--- src/rtl/xgmii_tx_pcs_encoder_if.sv ---
// rtl/xgmii_tx_pcs_encoder_if.sv - XGMII-in / 66b-block-out bundle for the TX PCS encoder
// Purpose: groups the MAC-side word stream and the SERDES-side block handshake.
// Signals:
//   in_xgmii_data[31:0]  MAC word, lane n = bits [8n+7:8n]
//   in_xgmii_ctl[3:0]    per-lane control flag
//   out_xgmii_pcs_ready  word is taken at every rising edge where this is 1
//   out_pcs_block[65:0]  [1:0] sync header, [65:2] scrambled payload
//   out_pcs_valid        out_pcs_block holds a block
//   in_serdes_ready      downstream takes the block when valid && ready
// Modports: master = MAC/SERDES side, slave = encoder.
interface xgmii_tx_pcs_encoder_if;
  logic [31:0] in_xgmii_data;
  logic [3:0]  in_xgmii_ctl;
  logic        out_xgmii_pcs_ready;
  logic [65:0] out_pcs_block;
  logic        out_pcs_valid;
  logic        in_serdes_ready;

  modport master (
    output in_xgmii_data, in_xgmii_ctl, in_serdes_ready,
    input  out_xgmii_pcs_ready, out_pcs_block, out_pcs_valid
  );

  modport slave (
    input  in_xgmii_data, in_xgmii_ctl, in_serdes_ready,
    output out_xgmii_pcs_ready, out_pcs_block, out_pcs_valid
  );
endinterface

--- src/rtl/xgmii_tx_pcs_encoder.sv ---
// rtl/xgmii_tx_pcs_encoder.sv - 10GBASE-R TX PCS: XGMII word pairing, 64b/66b encode, scramble
// Purpose: pairs two 32-bit XGMII words into a 64-bit block, encodes it to a
//   66-bit block, scrambles the payload (x^58+x^39+1) and offers it downstream.
// Ports:
//   tx_clk                transmit clock
//   tx_rst                synchronous active-high reset
//   pcs_if                XGMII input / 66b output bundle (slave modport)
//   out_encode_err_count  saturating count of error blocks emitted
module xgmii_tx_pcs_encoder #(
  parameter bit          SCRAMBLE_BYPASS = 1'b0,
  parameter logic [57:0] SCRAMBLER_SEED  = 58'h3FF_FFFF_FFFF_FFFF,
  parameter int          ERR_CNT_WIDTH   = 16
) (
  input  logic                     tx_clk,
  input  logic                     tx_rst,
  xgmii_tx_pcs_encoder_if.slave    pcs_if,
  output logic [ERR_CNT_WIDTH-1:0] out_encode_err_count
);

  typedef enum logic {PH_LO = 1'b0, PH_HI = 1'b1} phase_e;

  phase_e                   phase_q, phase_d;
  logic [31:0]              lo_data_q;
  logic [3:0]               lo_ctl_q;
  logic [65:0]              block_q;
  logic                     valid_q;
  logic [57:0]              scr_q, scr_d;
  logic [ERR_CNT_WIDTH-1:0] err_cnt_q;

  logic accept;
  logic capture_lo;
  logic load_blk;

  // Backpressure: a word may only be taken when the output register is free
  // or is being drained this same edge.
  assign accept                     = !tx_rst && (!valid_q || pcs_if.in_serdes_ready);
  assign pcs_if.out_xgmii_pcs_ready = accept;
  assign pcs_if.out_pcs_block       = block_q;
  assign pcs_if.out_pcs_valid       = valid_q;
  assign out_encode_err_count       = err_cnt_q;

  // ---------------- phase FSM ----------------
  always_ff @(posedge tx_clk) begin
    if (tx_rst) phase_q <= PH_LO;
    else        phase_q <= phase_d;
  end

  always_comb begin
    phase_d = phase_q;
    if (accept) phase_d = (phase_q == PH_LO) ? PH_HI : PH_LO;
  end

  always_comb begin
    capture_lo = accept && (phase_q == PH_LO);
    load_blk   = accept && (phase_q == PH_HI);
  end

  // ---------------- 64b/66b encoder ----------------
  logic [63:0]      blk_data;
  logic [7:0]       blk_ctl;
  logic [7:0][7:0]  lane;
  logic [55:0]      ctl_codes;
  logic             all_ctl_ok;
  logic             tail_idle;
  logic             term_hit;
  logic [2:0]       term_k;
  logic [7:0]       term_type;
  logic [63:0]      term_mask;
  logic [63:0]      term_data;
  logic [1:0]       enc_sync;
  logic [63:0]      enc_payload;
  logic             enc_err;

  always_comb begin
    blk_data   = {pcs_if.in_xgmii_data, lo_data_q};
    blk_ctl    = {pcs_if.in_xgmii_ctl, lo_ctl_q};
    lane       = blk_data;

    // Map every lane to its 7-bit control code; any code other than /I/ or
    // /E/ rules the block out of the all-control format.
    all_ctl_ok = 1'b1;
    ctl_codes  = '0;
    for (int n = 0; n < 8; n++) begin
      if (lane[n] == 8'h07)      ctl_codes[7*n +: 7] = 7'h00;
      else if (lane[n] == 8'hFE) ctl_codes[7*n +: 7] = 7'h1E;
      else                       all_ctl_ok = 1'b0;
    end

    // Terminate in lane k: control bits exactly at lanes >= k, FD in lane k,
    // and only /I/ in the lanes after it.
    term_hit  = 1'b0;
    term_k    = 3'd0;
    tail_idle = 1'b0;
    for (int k = 0; k < 8; k++) begin
      tail_idle = 1'b1;
      for (int j = k + 1; j < 8; j++) begin
        if (lane[j] != 8'h07) tail_idle = 1'b0;
      end
      if ((blk_ctl == (8'hFF << k)) && (lane[k] == 8'hFD) && tail_idle) begin
        term_hit = 1'b1;
        term_k   = 3'(k);
      end
    end

    case (term_k)
      3'd0:    term_type = 8'h87;
      3'd1:    term_type = 8'h99;
      3'd2:    term_type = 8'hAA;
      3'd3:    term_type = 8'hB4;
      3'd4:    term_type = 8'hCC;
      3'd5:    term_type = 8'hD2;
      3'd6:    term_type = 8'hE1;
      default: term_type = 8'hFF;
    endcase
    term_mask = (64'd1 << {term_k, 3'b000}) - 64'd1;
    term_data = blk_data & term_mask;

    enc_sync    = 2'b10;
    enc_err     = 1'b0;
    if (blk_ctl == 8'h00) begin
      enc_sync    = 2'b01;
      enc_payload = blk_data;
    end else if (blk_ctl == 8'hFF && all_ctl_ok) begin
      enc_payload = {ctl_codes, 8'h1E};
    end else if (blk_ctl == 8'h01 && lane[0] == 8'hFB) begin
      enc_payload = {blk_data[63:8], 8'h78};
    end else if (blk_ctl == 8'h1F && blk_data[31:0] == 32'h0707_0707 && lane[4] == 8'hFB) begin
      // /I/ codes are zero, so C0..C3 and the 4-bit gap are all zero.
      enc_payload = {blk_data[63:40], 32'h0, 8'h33};
    end else if (term_hit) begin
      enc_payload = {term_data[55:0], term_type};
    end else begin
      enc_err     = 1'b1;
      enc_payload = {{8{7'h1E}}, 8'h1E};
    end
  end

  // ---------------- self-synchronising scrambler ----------------
  logic [57:0] scr_s;
  logic [63:0] scr_payload;
  logic        scr_bit;

  always_comb begin
    scr_s       = scr_q;
    scr_payload = enc_payload;
    scr_bit     = 1'b0;
    if (!SCRAMBLE_BYPASS) begin
      for (int i = 0; i < 64; i++) begin
        scr_bit        = enc_payload[i] ^ scr_s[38] ^ scr_s[57];
        scr_payload[i] = scr_bit;
        scr_s          = {scr_s[56:0], scr_bit};
      end
    end
    scr_d = load_blk ? scr_s : scr_q;
  end

  // ---------------- datapath registers ----------------
  always_ff @(posedge tx_clk) begin
    if (tx_rst) begin
      lo_data_q <= '0;
      lo_ctl_q  <= '0;
      block_q   <= '0;
      valid_q   <= 1'b0;
      scr_q     <= SCRAMBLER_SEED;
      err_cnt_q <= '0;
    end else begin
      scr_q <= scr_d;
      if (capture_lo) begin
        lo_data_q <= pcs_if.in_xgmii_data;
        lo_ctl_q  <= pcs_if.in_xgmii_ctl;
      end
      if (load_blk) begin
        block_q <= {scr_payload, enc_sync};
        valid_q <= 1'b1;
        if (enc_err && (err_cnt_q != {ERR_CNT_WIDTH{1'b1}})) err_cnt_q <= err_cnt_q + 1'b1;
      end else if (valid_q && pcs_if.in_serdes_ready) begin
        valid_q <= 1'b0;
      end
    end
  end

endmodule

--- src/flat_wrapper.sv ---
// flat-port wrapper written by rule: the top's interface ports become plain ports
module xgmii_tx_pcs_encoder_flat 
#(
  parameter bit          SCRAMBLE_BYPASS = 1'b0,
  parameter logic [57:0] SCRAMBLER_SEED  = 58'h3FF_FFFF_FFFF_FFFF,
  parameter int          ERR_CNT_WIDTH   = 16
)
  (tx_clk, tx_rst, out_encode_err_count, pcs_if_in_xgmii_data, pcs_if_in_xgmii_ctl, pcs_if_in_serdes_ready, pcs_if_out_xgmii_pcs_ready, pcs_if_out_pcs_block, pcs_if_out_pcs_valid);
  xgmii_tx_pcs_encoder_if pcs_if_i ();
  input  logic tx_clk;
  input  logic tx_rst;
  output logic [ERR_CNT_WIDTH-1:0] out_encode_err_count;
  input wire logic [$bits(pcs_if_i.in_xgmii_data)-1:0] pcs_if_in_xgmii_data;
  input wire logic [$bits(pcs_if_i.in_xgmii_ctl)-1:0] pcs_if_in_xgmii_ctl;
  input wire logic [$bits(pcs_if_i.in_serdes_ready)-1:0] pcs_if_in_serdes_ready;
  output wire logic [$bits(pcs_if_i.out_xgmii_pcs_ready)-1:0] pcs_if_out_xgmii_pcs_ready;
  output wire logic [$bits(pcs_if_i.out_pcs_block)-1:0] pcs_if_out_pcs_block;
  output wire logic [$bits(pcs_if_i.out_pcs_valid)-1:0] pcs_if_out_pcs_valid;
  assign pcs_if_i.in_xgmii_data = pcs_if_in_xgmii_data;
  assign pcs_if_i.in_xgmii_ctl = pcs_if_in_xgmii_ctl;
  assign pcs_if_i.in_serdes_ready = pcs_if_in_serdes_ready;
  assign pcs_if_out_xgmii_pcs_ready = pcs_if_i.out_xgmii_pcs_ready;
  assign pcs_if_out_pcs_block = pcs_if_i.out_pcs_block;
  assign pcs_if_out_pcs_valid = pcs_if_i.out_pcs_valid;
  xgmii_tx_pcs_encoder #(.SCRAMBLE_BYPASS(SCRAMBLE_BYPASS), .SCRAMBLER_SEED(SCRAMBLER_SEED), .ERR_CNT_WIDTH(ERR_CNT_WIDTH)) u_core (.tx_clk(tx_clk), .tx_rst(tx_rst), .pcs_if(pcs_if_i), .out_encode_err_count(out_encode_err_count));
endmodule
--- config.mk ---
export PLATFORM = sky130hd
export DESIGN_NAME = xgmii_tx_pcs_encoder_flat
export DESIGN_NICKNAME = d
export VERILOG_FILES = /design/src/rtl/xgmii_tx_pcs_encoder_if.sv /design/src/rtl/xgmii_tx_pcs_encoder.sv /design/src/flat_wrapper.sv
export SDC_FILE = /design/constraint.sdc
export NUM_CORES = 1
export LEC_CHECK = 0
export CORE_ASPECT_RATIO = 1.5
export CORE_UTILIZATION = 46
export CTS_BUF_LIST = sky130_fd_sc_hd__clkbuf_4 sky130_fd_sc_hd__clkbuf_8
export DETAILED_ROUTE_END_ITERATION = 10
export DONT_BUFFER_PORTS = 1
export MAX_ROUTING_LAYER = met4
export PLACE_DENSITY = 0.64
export SLEW_MARGIN = 20
export SYNTH_ARGS = -nofsm -noshare
export SYNTH_HDL_FRONTEND = slang
export SYNTH_SLANG_ARGS = --single-unit
--- constraint.sdc ---
create_clock -name tx_clk -period 8.95 [get_ports tx_clk]
set_input_delay 1.3425 -clock tx_clk [delete_from_list [all_inputs] [get_ports tx_clk]]
set_output_delay 1.3425 -clock tx_clk [all_outputs]
set_load 0.02 [all_outputs]
-- Yosys cells after proc, flatten, opt, wreduce, memory -nomap -nowiden
Index checks and enable logic that the tools add are counted.
- bits of input ports: 39
- output and inout bits: 84
- register bits after elaboration: 178
- logic and storage cells: 312
- $add $sub $neg: 2
- mux-type cells: 90
- shift operators: 1
- bitwise operators: 130
- equal/unequal tests: 51
- reductions and logical operators: 31
- operators by type and width (kind ; number):
    $mux 64 ; 5
    $eq 8x8->1 const B ; 26
    $xor 1x1->1 ; 128
    $eq 8x3->1 const B ; 8
    $mux 1 ; 61
    $and 56x56->56 ; 1
    $mux 7 ; 8
    $ne 8x3->1 const B ; 7
    $shl 1x6->56 const A ; 1
    $sub 56x1->56 const B ; 1
    $pmux 7 s7 ; 1
    $mux 5 ; 8
    $eq 32x27->1 const B ; 1
    $logic_and 1x1->1 ; 24
    $add 16x1->16 const B ; 1
    $ne 16x16->1 const B ; 1
    $mux 3 ; 4
    $eq 3x3->1 const B ; 3
    $eq 8x1->1 const B ; 1
    $eq 8x5->1 const B ; 1
    $logic_not 8->1 ; 1
    $eq 3x2->1 const B ; 2
    $mux 2 ; 3
    $eq 3x1->1 const B ; 1
    other kinds (6) ; 7

-- Logic depth before layout (Yosys ltp)
- word-level depth: 27
- mapped depth: 16

-- Worst setup path before layout
Ideal clock, no wire load.
- kind: input port to flip-flop
- start point: input pcs_if_in_xgmii_data[12]
- end point: register u_core.block_q[58] (netlist: u_core.pcs_if.out_pcs_block[58])
- path slack: 4.289 ns
- stages on the path: 13
- arrival: 4.571 ns
- library setup time: 0.091 ns
- cell sequence: or4_4 > nor4_4 > nand3_1 > a31oi_1 > or2_2 > ha_1 > clkbuf_1 > nand4_1 > a21boi_0 > a211o_1 > or3_1 > a21o_1 > a311oi_1
- word-level cells in the longest chain between the ends: 24
- elaborated cells between the ends (all ways): 60
- RTL lines (item ; line ; text):
    start: declaration ; flat_wrapper.sv:13 ; input wire logic [$bits(pcs_if_i.in_xgmii_data)-1:0] pcs_if_in_xgmii_data;
    $ne 8x3->1 ; xgmii_tx_pcs_encoder.sv:97 ; if (lane[j] != 8'h07) tail_idle = 1'b0;
    $mux 1 (3 in a row) ; xgmii_tx_pcs_encoder.sv:97 ;
    $logic_and 1x1->1 ; xgmii_tx_pcs_encoder.sv:99 ; if ((blk_ctl == (8'hFF << k)) && (lane[k] == 8'hFD) && tail_idle) begin
    $mux 1 ; xgmii_tx_pcs_encoder.sv:99 ;
    $mux 2 (2 in a row) ; xgmii_tx_pcs_encoder.sv:99 ;
    $mux 3 (4 in a row) ; xgmii_tx_pcs_encoder.sv:99 ;
    $shl 1x6->56 ; xgmii_tx_pcs_encoder.sv:115 ; term_mask = (64'd1 << {term_k, 3'b000}) - 64'd1;
    $sub 56x1->56 ; xgmii_tx_pcs_encoder.sv:115 ;
    $and 56x56->56 ; xgmii_tx_pcs_encoder.sv:116 ; term_data = blk_data & term_mask;
    $mux 64 ; xgmii_tx_pcs_encoder.sv:130 ; end else if (term_hit) begin
    $mux 64 ; xgmii_tx_pcs_encoder.sv:127 ; end else if (blk_ctl == 8'h1F && blk_data[31:0] == 32'h0707_0707 && lane[4] == 8'hFB) begin
    $mux 64 ; xgmii_tx_pcs_encoder.sv:125 ; end else if (blk_ctl == 8'h01 && lane[0] == 8'hFB) begin
    $mux 64 (*) ; xgmii_tx_pcs_encoder.sv:123 ; end else if (blk_ctl == 8'hFF && all_ctl_ok) begin
    $mux 64 (*) ; xgmii_tx_pcs_encoder.sv:120 ; if (blk_ctl == 8'h00) begin
    $xor 1x1->1 (2 in a row) ; xgmii_tx_pcs_encoder.sv:149 ; scr_bit = enc_payload[i] ^ scr_s[38] ^ scr_s[57];
    $xor 1x1->1 (*) (2 in a row) ; xgmii_tx_pcs_encoder.sv:149 ;
    end signal: assignment ; xgmii_tx_pcs_encoder.sv:173 ; block_q <= {scr_payload, enc_sync};
    end: declaration ; xgmii_tx_pcs_encoder.sv:25 ; logic [65:0] block_q;
Mark *: on every way between the ends. The rest lies on a longest branch, timed or not.
A chain may end at the register's enable or synchronous reset.

-- Final worst setup path
Same ends and word-level chain as after synthesis.

==> metrics.txt <==
Yosys top cell area share 36.53%; Layout Cells excl Fill 1390; critical path class input pin to register; crit-path leading delay family simple AND/OR/NAND/NOR gates; largest net degree at the start of global routing 108; Mapped Nets 1200; Post-synth top flop dfxtp_1; dominant cell type by area after synthesis dfxtp_1; ys async rst share 0%; first-pass GRT wire length 58410 um; # diodes 0; critical path required time 9.34 ns; Total GRT Usage 38.01%; Initial Util 47.40%; CP Capture Type register; Rel. slew slack 25.35%; Num CTS Buffers 17; status completed; critical path's slowest cell ha_1; sequential fraction of the synthesis area 36.53%; H-tree Lvls 4; post-cts sizing count 0; count leader, synth dfxtp_1; DIE AREA 21810 um^2; top post-synthesis cells by count 178 x dfxtp_1, 157 x nor2_1, 91 x xnor2_1, 70 x a21oi_1, 68 x nand2_1; Final setup viols 0; initial drt markers 831; Area Growth Syn to Fin 5.502%; Arr. time, crit path 5.55 ns; worst-case clock buffer depth 2; Seq cells post-synth 178; Ports 123; Pwr per Cell Area 215.0 nW/um^2; CP Max Fanout 19; Tcrit/Tclk final 57.70%; leakage power 3.498 nW; Placed Cells 1359; Detailed Place HPWL 30300 um; Final ANT Viol Nets 0; Fin. Hold Viols 0; vias in the first global route 8948; WL/cell 28.64 um; Hold WS 0.5099 ns; Post-Route WL 39810 um; GRT overflow 0; Setup TNS 0 ns; overall via count from detail_route 9215; total power 2.213 mW; RSZ-0062 raised after global routing false; CTS tree built; fraction of layout cells with a size suffix above 1 6.838%; Buffers on Ports 0; Final min period 5.164 ns; vias per cell 6.629; Worst-Skew Late Latency 0.49 ns; number of synthesized flops with an enable pin 0; drt drc 0; core area 20580 um^2; Clock Pin Slew Worst Setup and Hold Paths 0.09 ns; Synth Cell Area 9756 um^2; warnings from Yosys 0; crit-path cells or4_4, nor4_4, nand3_1, a31oi_1, or2_2, ha_1, nand4_1, a21boi_0, a211o_1, or3_1, a21o_1, a311oi_1; leading post-synthesis cells by cell area dfxtp_1 37%, xnor2_1 8.2%, nor2_1 6.0%; CP bufs+invs 0; Avg Cell Area, Syn 8.417 um^2; # Post-CTS Setup Buffers 0; Final Slew Violations 0; Final Cell Area 10290 um^2; Setup Skew 0.01994 ns; Synth Instances 1159; Worst VDD drop 0.00009588 V; Layout Nets 1155; Distinct cells, synth 82; DRT Pass-1 Iters 6; initial antenna violation count 0; Die Wd 120.9 um; final-layout fill cell count 2036; Root Buffer clkbuf_8; Worst path max stage delay 0.68 ns; Die Ht 180.4 um; Worst-Margin Slew 1.120 ns; maxcap violations 0; GPL Wtd Cong 1.031; hold-fix buffers at CTS 0; Startpoint Class input pin; CTS sink count 178; Post-DP Area 9878 um^2; Rows 64; fmax 193.7 MHz; HP Class register to register
## layout make-up
type / count / area (um^2) / share of cell area (%)
clock buffers: 20 / 262.8 / 2.553
repair buffers: 10 / 75.07 / 0.7294
flip-flops and latches: 178 / 3563 / 34.62
well taps: 264 / 330.3 / 3.209
clock inverters: 11 / 151.4 / 1.471
multi-input cells: 894 / 5861 / 56.94
inverters: 13 / 48.80 / 0.4741
## registers in the layout (all words and copies together), names as in the netlist
register,count
u_core.out_encode_err_count,16
u_core.pcs_if.out_pcs_valid,1
u_core.lo_data_q,32
u_core.pcs_if.out_pcs_block,66
u_core.scr_q,58
u_core.lo_ctl_q,4
u_core.phase_q,1
## cell families (layout without fill, tap and decap cells)
| kind of cell | Yosys count | after routing | share of synthesized area (%) |
|---|---|---|---|
| AO/OA/AOI/OAI | 292 | 292 | 20.75 |
| XOR/XNOR | 129 | 129 | 13.16 |
| adder cells (fa/ha/maj) | 2 | 2 | 0.2565 |
| buffers and inverters | 87 | 54 | 3.591 |
| flip-flops | 178 | 178 | 36.53 |
| multiplexers | 2 | 2 | 0.2052 |
| AND/OR/NAND/NOR | 469 | 469 | 25.51 |
## through the flow
| step | setup WS [ns] | util (%) |
|---|---|---|
| after floorplan | 4.289 | - |
| after global routing | 3.626 | 50.01 |
| after detailed placement | 3.350 | 48.00 |
| after CTS | 3.874 | 50.01 |
| after global placement | 3.386 | 48.00 |
| final | 3.786 | 50.01 |
## final timing paths
check,start,end,slack (ns),cells after the start
worst max-delay path,pcs_if_in_xgmii_data[12],u_core.pcs_if.out_pcs_block[58],3.79,12
worst max register to register,u_core.lo_data_q[28],u_core.pcs_if.out_pcs_block[58],4.09,12
worst min-delay path,u_core.scr_q[49],u_core.scr_q[49],0.51,2
worst min register to register,u_core.scr_q[49],u_core.scr_q[49],0.51,2
## report_power, final
part | switching [mW] | internal (mW) | total, mW
combinational | 0.299 | 0.243 | 0.542
clock | 0.309 | 0.291 | 0.600
sequential | 0.175 | 0.895 | 1.07
total | 0.783 | 1.43 | 2.21
## cell usage in the layout, fill, tap and decap left out, drive strengths merged, types with 30 or more instances in the layout
master  instances
dfxtp         178
nor2          158
xnor2          95
a21oi          72
nand2          69
o21ai          51
nor3           44
a22o           40
nand3          39
a211oi         36
nand4          30
## metal layers
layer	global-route usage (%)	vias up	part of all wire [%]
met3	7.943	148	6.9
li1	-	4181	-
met2	61.81	490	47
met1	40.95	4396	37
met4	26.17	0	8.5
met5	-	-	0
## worst min-delay path, cell delays in order (launching register included)
cell     delay [ns]
dfxtp_1        0.33
nor2_1         0.10
a21oi_1        0.04
Power figures use the tool's default switching activity.
